`config.mk`:
```
export PLATFORM = sky130hd
export DESIGN_NAME = pcm_frame_buffer
export DESIGN_NICKNAME = d
export VERILOG_FILES = /design/src/rtl/pcm_frame_pkg.sv /design/src/rtl/pcm_frame_ram.sv /design/src/rtl/pcm_frame_buffer.sv
export SDC_FILE = /design/constraint.sdc
export NUM_CORES = 1
export LEC_CHECK = 0
export CAP_MARGIN = 20
export CORE_MARGIN = 4
export CORE_UTILIZATION = 65
export DETAILED_ROUTE_END_ITERATION = 6
export PLACE_DENSITY_LB_ADDON = 0.08
export SETUP_SLACK_MARGIN = 0.15
export SYNTH_ARGS = -nofsm -noshare
export SYNTH_HDL_FRONTEND = slang
export SYNTH_SLANG_ARGS = --single-unit
```
`constraint.sdc`:
```
create_clock -name CLKDIVF0 -period 24.5 [get_ports CLKDIVF0]
set_input_delay 2.45 -clock CLKDIVF0 [delete_from_list [all_inputs] [get_ports CLKDIVF0]]
set_output_delay 2.45 -clock CLKDIVF0 [all_outputs]
set_load 0.02 [all_outputs]
```
`src/rtl/pcm_frame_pkg.sv`:
```
// rtl/pcm_frame_pkg.sv - shared types and defaults for the PCM frame buffer
package pcm_frame_pkg;

   localparam int PCM_NCH   = 4;
   localparam int PCM_W     = 16;
   localparam int PCM_DEPTH = 8;
   localparam int PCM_HDR   = 1;

   typedef enum logic [1:0] {
      IDLE = 2'd0,
      HEAD = 2'd1,
      DATA = 2'd2
   } pcm_state_t;

   // Width of a channel index; a single-channel build still gets one bit.
   function automatic int chan_bits(input int n);
      return (n > 1) ? $clog2(n) : 1;
   endfunction

endpackage

```
`src/rtl/pcm_frame_ram.sv`:
```
// rtl/pcm_frame_ram.sv - frame storage, one write port, registered-address read port
module pcm_frame_ram #(
   parameter int DEPTH = 8,
   parameter int DW    = 80
)(
   input  logic                     i_clk,
   input  logic                     i_we,
   input  logic [$clog2(DEPTH)-1:0] i_waddr,
   input  logic [DW-1:0]            i_wdata,
   input  logic [$clog2(DEPTH)-1:0] i_raddr,
   output logic [DW-1:0]            o_rdata
);

   logic [DW-1:0]            r_mem [DEPTH];
   logic [$clog2(DEPTH)-1:0] r_raddr;

   // Write the frame and capture the read address; contents are never reset.
   always_ff @(posedge i_clk) begin
      if (i_we) begin
         r_mem[i_waddr] <= i_wdata;
      end
      r_raddr <= i_raddr;
   end

   assign o_rdata = r_mem[r_raddr];

endmodule

```
`src/rtl/pcm_frame_buffer.sv`:
```
// rtl/pcm_frame_buffer.sv - multichannel PCM frame FIFO streaming header and sample words
module pcm_frame_buffer
   import pcm_frame_pkg::*;
#(
   parameter int NCH   = PCM_NCH,
   parameter int W     = PCM_W,
   parameter int DEPTH = PCM_DEPTH,
   parameter int HDR   = PCM_HDR
)(
   input  logic                         CLKDIVF0,
   input  logic                         RST,
   input  logic                         in_stb,
   input  logic [NCH*W-1:0]             x_in,
   output logic [W-1:0]                 m_data,
   output logic                         m_valid,
   input  logic                         m_ready,
   output logic                         m_hdr,
   output logic                         m_last,
   output logic [chan_bits(NCH)-1:0]    m_chan,
   output logic                         overflow,
   input  logic                         clr_ovf,
   output logic [$clog2(DEPTH):0]       level
);

   localparam int CW = chan_bits(NCH);
   localparam int PW = $clog2(DEPTH);
   localparam int LW = PW + 1;
   localparam int DW = NCH*W + W;
   localparam logic [CW-1:0] LAST_CH = CW'(NCH-1);
   localparam logic [LW-1:0] FULL    = LW'(DEPTH);
   localparam pcm_state_t    FIRST   = (HDR != 0) ? HEAD : DATA;

   pcm_state_t      r_state, w_state_nxt;
   logic [CW-1:0]   r_chan, w_chan_nxt;
   logic [PW-1:0]   r_wr_ptr, r_rd_ptr, w_rd_ptr_nxt;
   logic [LW-1:0]   r_level;
   logic [W-1:0]    r_seq;
   logic            r_ovf;
   logic            w_hs, w_pop, w_push, w_drop;
   logic [DW-1:0]   w_rd_word;
   logic [W-1:0]    w_samples [2**CW];

   assign m_valid  = (r_state != IDLE);
   assign w_hs     = m_valid & m_ready;
   assign w_pop    = w_hs & (r_state == DATA) & (r_chan == LAST_CH);
   // A full buffer still takes a frame when the head frame leaves on the same edge.
   assign w_push   = in_stb & ((r_level != FULL) | w_pop);
   assign w_drop   = in_stb & ~w_push;
   // The RAM registers this address, so the next head frame is readable right after a pop.
   assign w_rd_ptr_nxt = w_pop ? r_rd_ptr + PW'(1) : r_rd_ptr;
   assign overflow = r_ovf;
   assign level    = r_level;

   pcm_frame_ram #(
      .DEPTH (DEPTH),
      .DW    (DW)
   ) u_ram (
      .i_clk   (CLKDIVF0),
      .i_we    (w_push & ~RST),
      .i_waddr (r_wr_ptr),
      .i_wdata ({r_seq, x_in}),
      .i_raddr (w_rd_ptr_nxt),
      .o_rdata (w_rd_word)
   );

   // Unpack the head frame into a channel-indexed table, zero-padded to a power of two.
   for (genvar c = 0; c < 2**CW; c++) begin : g_smp
      if (c < NCH) begin : g_on
         assign w_samples[c] = w_rd_word[c*W +: W];
      end else begin : g_off
         assign w_samples[c] = '0;
      end
   end

   // Output FSM next state: a new frame is only started from stored frames other than the one leaving.
   always_comb begin
      w_state_nxt = r_state;
      w_chan_nxt  = r_chan;
      case (r_state)
         IDLE: if (r_level != '0) w_state_nxt = FIRST;
         HEAD: if (w_hs) w_state_nxt = DATA;
         DATA: begin
            if (w_hs) begin
               if (r_chan == LAST_CH) begin
                  w_chan_nxt  = '0;
                  w_state_nxt = (r_level > LW'(1)) ? FIRST : IDLE;
               end else begin
                  w_chan_nxt  = r_chan + CW'(1);
               end
            end
         end
         default: w_state_nxt = IDLE;
      endcase
   end

   // Output FSM state and channel index.
   always_ff @(posedge CLKDIVF0 or posedge RST) begin
      if (RST) begin
         r_state <= IDLE;
         r_chan  <= '0;
      end else begin
         r_state <= w_state_nxt;
         r_chan  <= w_chan_nxt;
      end
   end

   // FIFO pointers, occupancy, sequence counter and sticky overflow (set wins over clear).
   always_ff @(posedge CLKDIVF0 or posedge RST) begin
      if (RST) begin
         r_wr_ptr <= '0;
         r_rd_ptr <= '0;
         r_level  <= '0;
         r_seq    <= '0;
         r_ovf    <= 1'b0;
      end else begin
         if (w_push) r_wr_ptr <= r_wr_ptr + PW'(1);
         r_rd_ptr <= w_rd_ptr_nxt;
         if (in_stb) r_seq <= r_seq + W'(1);
         case ({w_push, w_pop})
            2'b10:   r_level <= r_level + LW'(1);
            2'b01:   r_level <= r_level - LW'(1);
            default: r_level <= r_level;
         endcase
         if (w_drop)       r_ovf <= 1'b1;
         else if (clr_ovf) r_ovf <= 1'b0;
      end
   end

   // Stream word decode; everything is zero outside HEAD and DATA.
   always_comb begin
      m_data = '0;
      m_hdr  = 1'b0;
      m_last = 1'b0;
      m_chan = '0;
      case (r_state)
         HEAD: begin
            m_data = w_rd_word[DW-1 -: W];
            m_hdr  = 1'b1;
         end
         DATA: begin
            m_data = w_samples[r_chan];
            m_last = (r_chan == LAST_CH);
            m_chan = r_chan;
         end
         default: ;
      endcase
   end

endmodule

```
After elaboration in Yosys (flattened, before gate mapping)
Memories as Yosys holds them, arrays and structs flattened. A register that Yosys moved wholly into a read port is not among the register bits.
Index checks and enable logic that the tools add are counted.
- flip-flop bits (word level): 31
- RAM bits: 640
- bits of input ports: 69
- output and inout bits: 26
- word-level logic and storage cells: 63
- memories kept: 1
- memories (name ; depth ; width ; read ports ; clocked after Yosys merged registers in ; write ports ; line ; RTL):
    u_ram.r_mem ; 8 ; 80 ; 1 ; 1 ; 1 ; pcm_frame_ram.sv:14 ; logic [DW-1:0] r_mem [DEPTH];
- add/sub/neg operators: 6
- $lt $le $gt $ge: 2
- equality and inequality tests: 10
- mux-type cells: 20
- bitwise gates (word level): 10
- reductions and logical operators: 7
- operators with widths (cell ; number):
    16-bit binary-select mux with 2-bit select ; 1
    16-bit 2-to-1 mux ; 2
    16-bit case mux with 2 select lines ; 1
    16-bit by 1-bit adder with 16-bit output, second input constant ; 1
    2-bit 2-to-1 mux ; 6
    4-bit case mux with 2 select lines ; 1
    1-bit 2-to-1 mux ; 7
    3-bit by 1-bit adder with 3-bit output, second input constant ; 2
    1-bit AND ; 6
    2-bit equality test, second input constant ; 3
    2-bit != test, second input constant ; 3
    2-bit case mux with 3 select lines ; 1
    2-bit nonzero test ; 3
    4-bit by 1-bit adder with 4-bit output, second input constant ; 1
    2-bit by 1-bit equality test with 1-bit output, second input constant ; 2
    4-bit by 1-bit > comparator with 1-bit output, second input constant ; 1
    4-bit != test, second input constant ; 1
    4-bit AND reduction ; 1
    4-bit nonzero test ; 1
    4-bit by 1-bit subtractor with 4-bit output, second input constant ; 1
    3-bit greater-or-equal comparator, second input constant ; 1
    3-bit 2-to-1 mux ; 1
    2-bit inverter with 3-bit output ; 1
    2-bit by 1-bit adder with 2-bit output, second input constant ; 1
    5 further kinds ; 6

Logic depth before layout (Yosys ltp)
Gate-level depths: netlist (run 1).
- depth in word-level cells: 9
- gate-level depth with buffers: 9

Modules after synthesis
A second synthesis (run 1) with hierarchy kept.
- cell total of the unflattened synthesis: 1136
- area, all modules: 26365.3 µm²
- modules (own cells, without submodules) (module ; instances ; cells an instance ; area an instance (µm²) ; seq. area each (µm²)):
    pcm_frame_ram ; 1 ; 941 ; 24113.1 ; 19278.5
    pcm_frame_buffer ; 1 ; 195 ; 2252.2 ; 775.7

Worst setup path after synthesis (run 1)
No wires, ideal clock.
- path kind: input to register
- start: input port RST
- end: memory u_ram.r_mem[2][0] (enable)
- setup time: 0.616 ns
- arrival time: 8.876 ns
- path slack: 15.008 ns
- stages on the path: 3
- path through: inv_1 nand3_1 nor3_1
- longest elaborated chain between the ends: 4
- RTL lines (what ; line ; RTL):
    from (decl) ; pcm_frame_buffer.sv:11 ; input logic RST,
    1-bit inverter ; pcm_frame_buffer.sv:59 ; .i_we (w_push & ~RST),
    1-bit AND ; pcm_frame_buffer.sv:59 ;
    1-bit 2-to-1 mux ; pcm_frame_ram.sv:19 ; if (i_we) begin
    1-bit 2-to-1 mux (not written as such) ; pcm_frame_ram.sv:20 ; r_mem[i_waddr] <= i_wdata;
    to (decl) ; pcm_frame_ram.sv:14 ;
Every way passes these cells.

==> results.json, run 1 <==
{
  "vdd_drop_max_v": 0.0000980,
  "root_buffer": "clkbuf_16",
  "synth_enable_flop_cells": 640,
  "syn_to_final_growth_pct": 14.6,
  "ant_nets": 0,
  "grt_pass1_wl_um": 83600,
  "io_pins": 95,
  "routed_wl_um": 54700,
  "clkSlewWorstSetupHoldPaths_ps": 60,
  "wl_met2_um": 27000,
  "io_buffer_count": 94,
  "syn_inst": 1248,
  "dr_wl_met3_um": 4160,
  "grt-ovfl-total": 0,
  "gp_congestion": 0.750,
  "maxCapViolations": 0,
  "crit_path_start_kind": "flip-flop",
  "cts_setup_buffers": 0,
  "synthXorXnorAreaFrac": 0.00769,
  "place_area_mm2": 0.0277,
  "tightest_slew_ps": 1160,
  "track_usage": 0.257,
  "register_area_mm2": 0.0201,
  "period_needed_ps": 6890,
  "cp_max_fo": 123,
  "max_freq_ghz": 0.145,
  "finalCritPeriodShare": 0.281,
  "slew_viol_final": 0,
  "synth_nets": 1329,
  "cts_sinks": 674,
  "yosys.area_share.simple": 0.0265,
  "critical_path_required_ps": 22050,
  "synth-seq-cells": 674,
  "synth_adder_area_share": 0.00573,
  "synth_compound_area_frac": 0.0365,
  "die_w_um": 209,
  "setup_tns_ps": 0,
  "async_flop_share": 0.0460,
  "worst_path_max_delay_cell": "dfxtp_4",
  "crit_chain": "buf_12, mux2i_1, a221oi_1, o21ai_0, a211oi_1, o31a_1, clkdlybuf4s50_1",
  "cts_hold_buf": 0,
  "dieArea_mm2": 0.0436,
  "final_area_mm2": 0.0300,
  "drive_gt1_frac": 0.200,
  "max_stage_delay_ps": 740,
  "ys_types": 49,
  "slew_headroom": 0.226,
  "initial_utilization": 0.658,
  "nNetsFinal": 1459,
  "power_density_mw_per_mm2": 101,
  "first_global_vias": 13400,
  "cts_buffers": 68,
  "leakagePower_uw": 0.00959,
  "rsz0062_at_grt": "false",
  "clk_latency_ps": 580,
  "cp_data_arrival_time_ps": 4440,
  "cts_max_level": 3,
  "syn_area_mm2": 0.0262,
  "crit_type": "flip-flop to output pin",
  "drt-pass1-iter-count": 7,
  "wl_met1_um": 22200,
  "finClkSkew_ps": 17.0,
  "post-route-drc-count": 0,
  "outcome": "completed",
  "wl_per_cell_um": 28.0,
  "vias": 12900,
  "synth-seq-area-share": 0.766,
  "synth_warnings": 0,
  "cp_top_family": "compound AO/OA/AOI/OAI gates",
  "viasPerCell": 6.59,
  "final_common_cell": "edfxtp_1",
  "grt_max_degree": 124,
  "cts.path.max_buffers": 3,
  "antenna_found_initial": 2,
  "finalHoldViolCount": 0,
  "die_h_um": 209,
  "whs_ps": 470,
  "drt_iter0_drc": 1378,
  "synth.mux.area_fraction": 0.142,
  "crit_buf_inv": 2,
  "dp.cells": 1832,
  "n_fill_cell": 2290,
  "highest_layer": "met4",
  "multi_input_area_mm2": 0.00578,
  "ys.flop_type": "edfxtp_1",
  "hold_class": "flip-flop to flip-flop",
  "cts_tree": "built",
  "final_cell_mix": "edfxtp_1 (640), mux4_2 (139), clkdlybuf4s50_1 (94)",
  "finalNonFillerCells": 1951,
  "row_count": 73,
  "hpwlAfterDp_um": 29600,
  "syn_area_per_cell_um2": 21.0,
  "setup_viol": 0,
  "end_kind": "output pin",
  "core_area_mm2": 0.0398,
  "synth_top_family_by_area": "multiplexers",
  "cts-resized-gates": 0
}
## power breakdown
part           switching (uW)  leakage, uW  internal (uW)
sequential               60.9      0.00626           1370
combinational             311      0.00222            239
clock                     404      0.00111            648
total                     775      0.00959           2260
## flip-flops by register name, indices dropped and copies added (netlist names), named ones only
signal       count
level            4
overflow         1
r_wr_ptr         3
u_ram.r_mem    640
r_seq           16
r_chan           2
r_state          2
r_rd_ptr         3
## layer usage
metal | track usage | vias to the layer above
met5 | 0 | -
met4 | 0.0758 | 0
met3 | 0.0425 | 94
met2 | 0.407 | 570
met1 | 0.381 | 6731
li1 | - | 5455
## worst paths after layout
kind                                  start                 end  slack, ps  cells past startpoint
worst max-delay path              flip-flop           m_data[3]      17610                      7
worst min-delay path            r_rd_ptr[2]           flip-flop        470                      1
worst max register to register    r_chan[0]  u_ram.r_mem[3][21]      20180                      9
worst min register to register  r_rd_ptr[2]           flip-flop        470                      1
max in group asynchronous               RST           r_chan[0]      21850                      3
min in group asynchronous               RST         r_wr_ptr[1]       2320                      3
## cells by family after synthesis
group / Yosys count
adder cells (fa/ha/maj): 12
XOR/XNOR: 23
AND/OR/NAND/NOR: 132
AO/OA/AOI/OAI: 137
flip-flops: 674
buffers and inverters: 74
multiplexers: 196
## synth_stat cells (all sizes together), types with 12 or more instances
| library cell | n | area, um2 |
|---|---|---|
| a21oi | 21 | 105 |
| o21ai | 26 | 130 |
| edfxtp | 640 | 19200 |
| buf | 41 | 300 |
| xnor2 | 17 | 149 |
| mux2i | 47 | 470 |
| dfrtp | 31 | 776 |
| nor2 | 14 | 52.6 |
| nor2b | 13 | 81.3 |
| nand3 | 22 | 110 |
| mux4 | 139 | 3130 |
| clkbuf | 24 | 91.3 |
| a22oi | 31 | 233 |
| nand2 | 31 | 116 |
| nand2b | 16 | 100 |
| a221oi | 12 | 105 |
| ha | 12 | 150 |
## final cells by class
type                            count  share of cell area
Timing Repair Buffer              125              0.0402
Sequential cell                   674               0.668
Inverter                            9             0.00113
Antenna cell                        2            0.000167
Clock inverter                     23              0.0111
Tap cell                          525              0.0219
Clock buffer                       93              0.0648
Multi-Input combinational cell    500               0.192
## metrics by stage
step	power (uW)	worst slack, ps	util
floorplan	1820	15010	-
CTS	3060	17500	0.753
global placement	2000	18130	0.696
finish	3040	17610	0.754
global route	3160	17260	0.754
detailed placement	2010	18140	0.696
No activity file was read; power rests on OpenSTA's default activity.
==> run 2: changes to the inputs <==
- CORE_UTILIZATION: 65 -> 55
- clock period: 24.5 -> 5.7 ns (I/O delays scaled with it)
==> run 2 against run 1 <==
  * Sequential power increased to 4.3 times the previous value
  * Non-clock buffer count increased by 2
  * Die area increased by 17%
==> results.json, run 2 (synthesis results as in run 1) <==
{
  "outcome": "completed",
  "leakagePower_uw": 0.00953,
  "cp_data_arrival_time_ps": 4040,
  "critical_path_required_ps": 5130,
  "final_core_util": 0.640,
  "cts_hold_buf": 0,
  "grt_max_degree": 102,
  "row_count": 79,
  "clk_latency_ps": 580,
  "clkSlewWorstSetupHoldPaths_ps": 60,
  "viasPerCell": 6.20,
  "gp_congestion": 0.717,
  "period_needed_ps": 4610,
  "track_usage": 0.224,
  "core_area_mm2": 0.0469,
  "dieArea_mm2": 0.0512,
  "tightest_slew_ps": 957,
  "final_common_cell": "edfxtp_1",
  "finClkSkew_ps": 20.1,
  "vias": 12600,
  "routed_wl_um": 56100,
  "antenna_found_initial": 4,
  "cp_max_fo": 101,
  "grt-ovfl-total": 0,
  "slew_viol_final": 0,
  "ant_nets": 0,
  "top_register": "u_ram.r_mem",
  "finalNonFillerCells": 2038,
  "crit_buf_inv": 2,
  "nNetsFinal": 1462,
  "power_density_mw_per_mm2": 424,
  "crit_path_start_kind": "flip-flop",
  "grt_pass1_wl_um": 84200,
  "crit_chain": "buf_12, mux4_2, o21ai_0, a211oi_1, o31a_1, clkdlybuf4s50_1",
  "syn_to_final_growth_pct": 14.5,
  "maxCapViolations": 0,
  "first_global_vias": 13100,
  "cts_buffers": 69,
  "setup_viol": 0,
  "final_cell_mix": "edfxtp_1 (640), mux4_2 (139), clkdlybuf4s50_1 (94)",
  "cts_tree": "built",
  "finalHoldViolCount": 0,
  "hold_class": "input pin to async pin",
  "root_buffer": "clkbuf_16",
  "drt-pass1-iter-count": 5,
  "rsz0062_at_grt": "false",
  "initial_utilization": 0.559,
  "max_stage_delay_ps": 830,
  "die_w_um": 226,
  "cts_setup_buffers": 0,
  "cts_sinks": 674,
  "cts.path.max_buffers": 3,
  "vdd_drop_max_v": 0.000331,
  "finalPower_uw": 12700,
  "hpwlAfterDp_um": 31500,
  "drt_iter0_drc": 1266,
  "die_h_um": 226,
  "finalCritPeriodShare": 0.809,
  "largest_reg_flops": 640,
  "dp.cells": 1917,
  "drive_gt1_frac": 0.195,
  "wl_per_cell_um": 27.5,
  "end_kind": "output pin",
  "max_freq_ghz": 0.217,
  "slew_headroom": 0.358,
  "io_pins": 95,
  "worst_path_max_delay_cell": "a211oi_1",
  "cts_max_level": 3,
  "post-route-drc-count": 0,
  "whs_ps": 469,
  "cp_top_family": "compound AO/OA/AOI/OAI gates",
  "io_buffer_count": 94,
  "reg2reg_slack_ps": 2020,
  "setup_tns_ps": 0,
  "cts-resized-gates": 0,
  "crit_type": "flip-flop to output pin"
}
-- run 2: per-layer routing --
| layer | global-route usage | wire (um) |
|---|---|---|
| met1 | 0.336 | 24800 |
| met2 | 0.351 | 27200 |
| met3 | 0.0412 | 3170 |
| met4 | 0.0548 | 942 |
| met5 | 0 | 13 |
-- run 2: tightest hold or removal path, stage by stage --
cell and delay (ps):
clkdlybuf4s50_1 430, inv_1 80, buf_4 380
-- run 2: path summary, 6_finish.rpt --
check,startpoint,end,cells past startpoint
worst max register to register,r_state[0],u_ram.r_mem[4][71],7
max in group asynchronous,RST,r_chan[0],3
min in group CLKDIVF0,r_rd_ptr[0],flip-flop,1
worst min-delay path,RST,r_wr_ptr[0],3
worst max-delay path,flip-flop,m_data[13],6
worst min register to register,r_rd_ptr[0],flip-flop,1
-- run 2: final cells by class --
type / instances / area, um2
clock inverter: 29 / 203
antenna: 2 / 5.00
multi-input combinational: 500 / 5790
tap: 607 / 759
fill: 3189 / 16900
inverter: 9 / 33.8
sequential: 674 / 20100
timing repair buffer: 127 / 1290
clock buffer: 90 / 1850
-- run 2: stage by stage --
stage               setup WS (ps)  cell area [um2]
floorplan                     134            26200
global placement             1630            27900
detailed placement           1720            27900
CTS                          1080            30000
global route                  875            30000
finish                       1090            30000
-- run 2: power by group --
group	total, uW	internal (uW)	switching (uW)
Sequential	6190	5900	287
Combinational	2390	1040	1350
Clock	4130	2410	1720
Total	12700	9350	3360
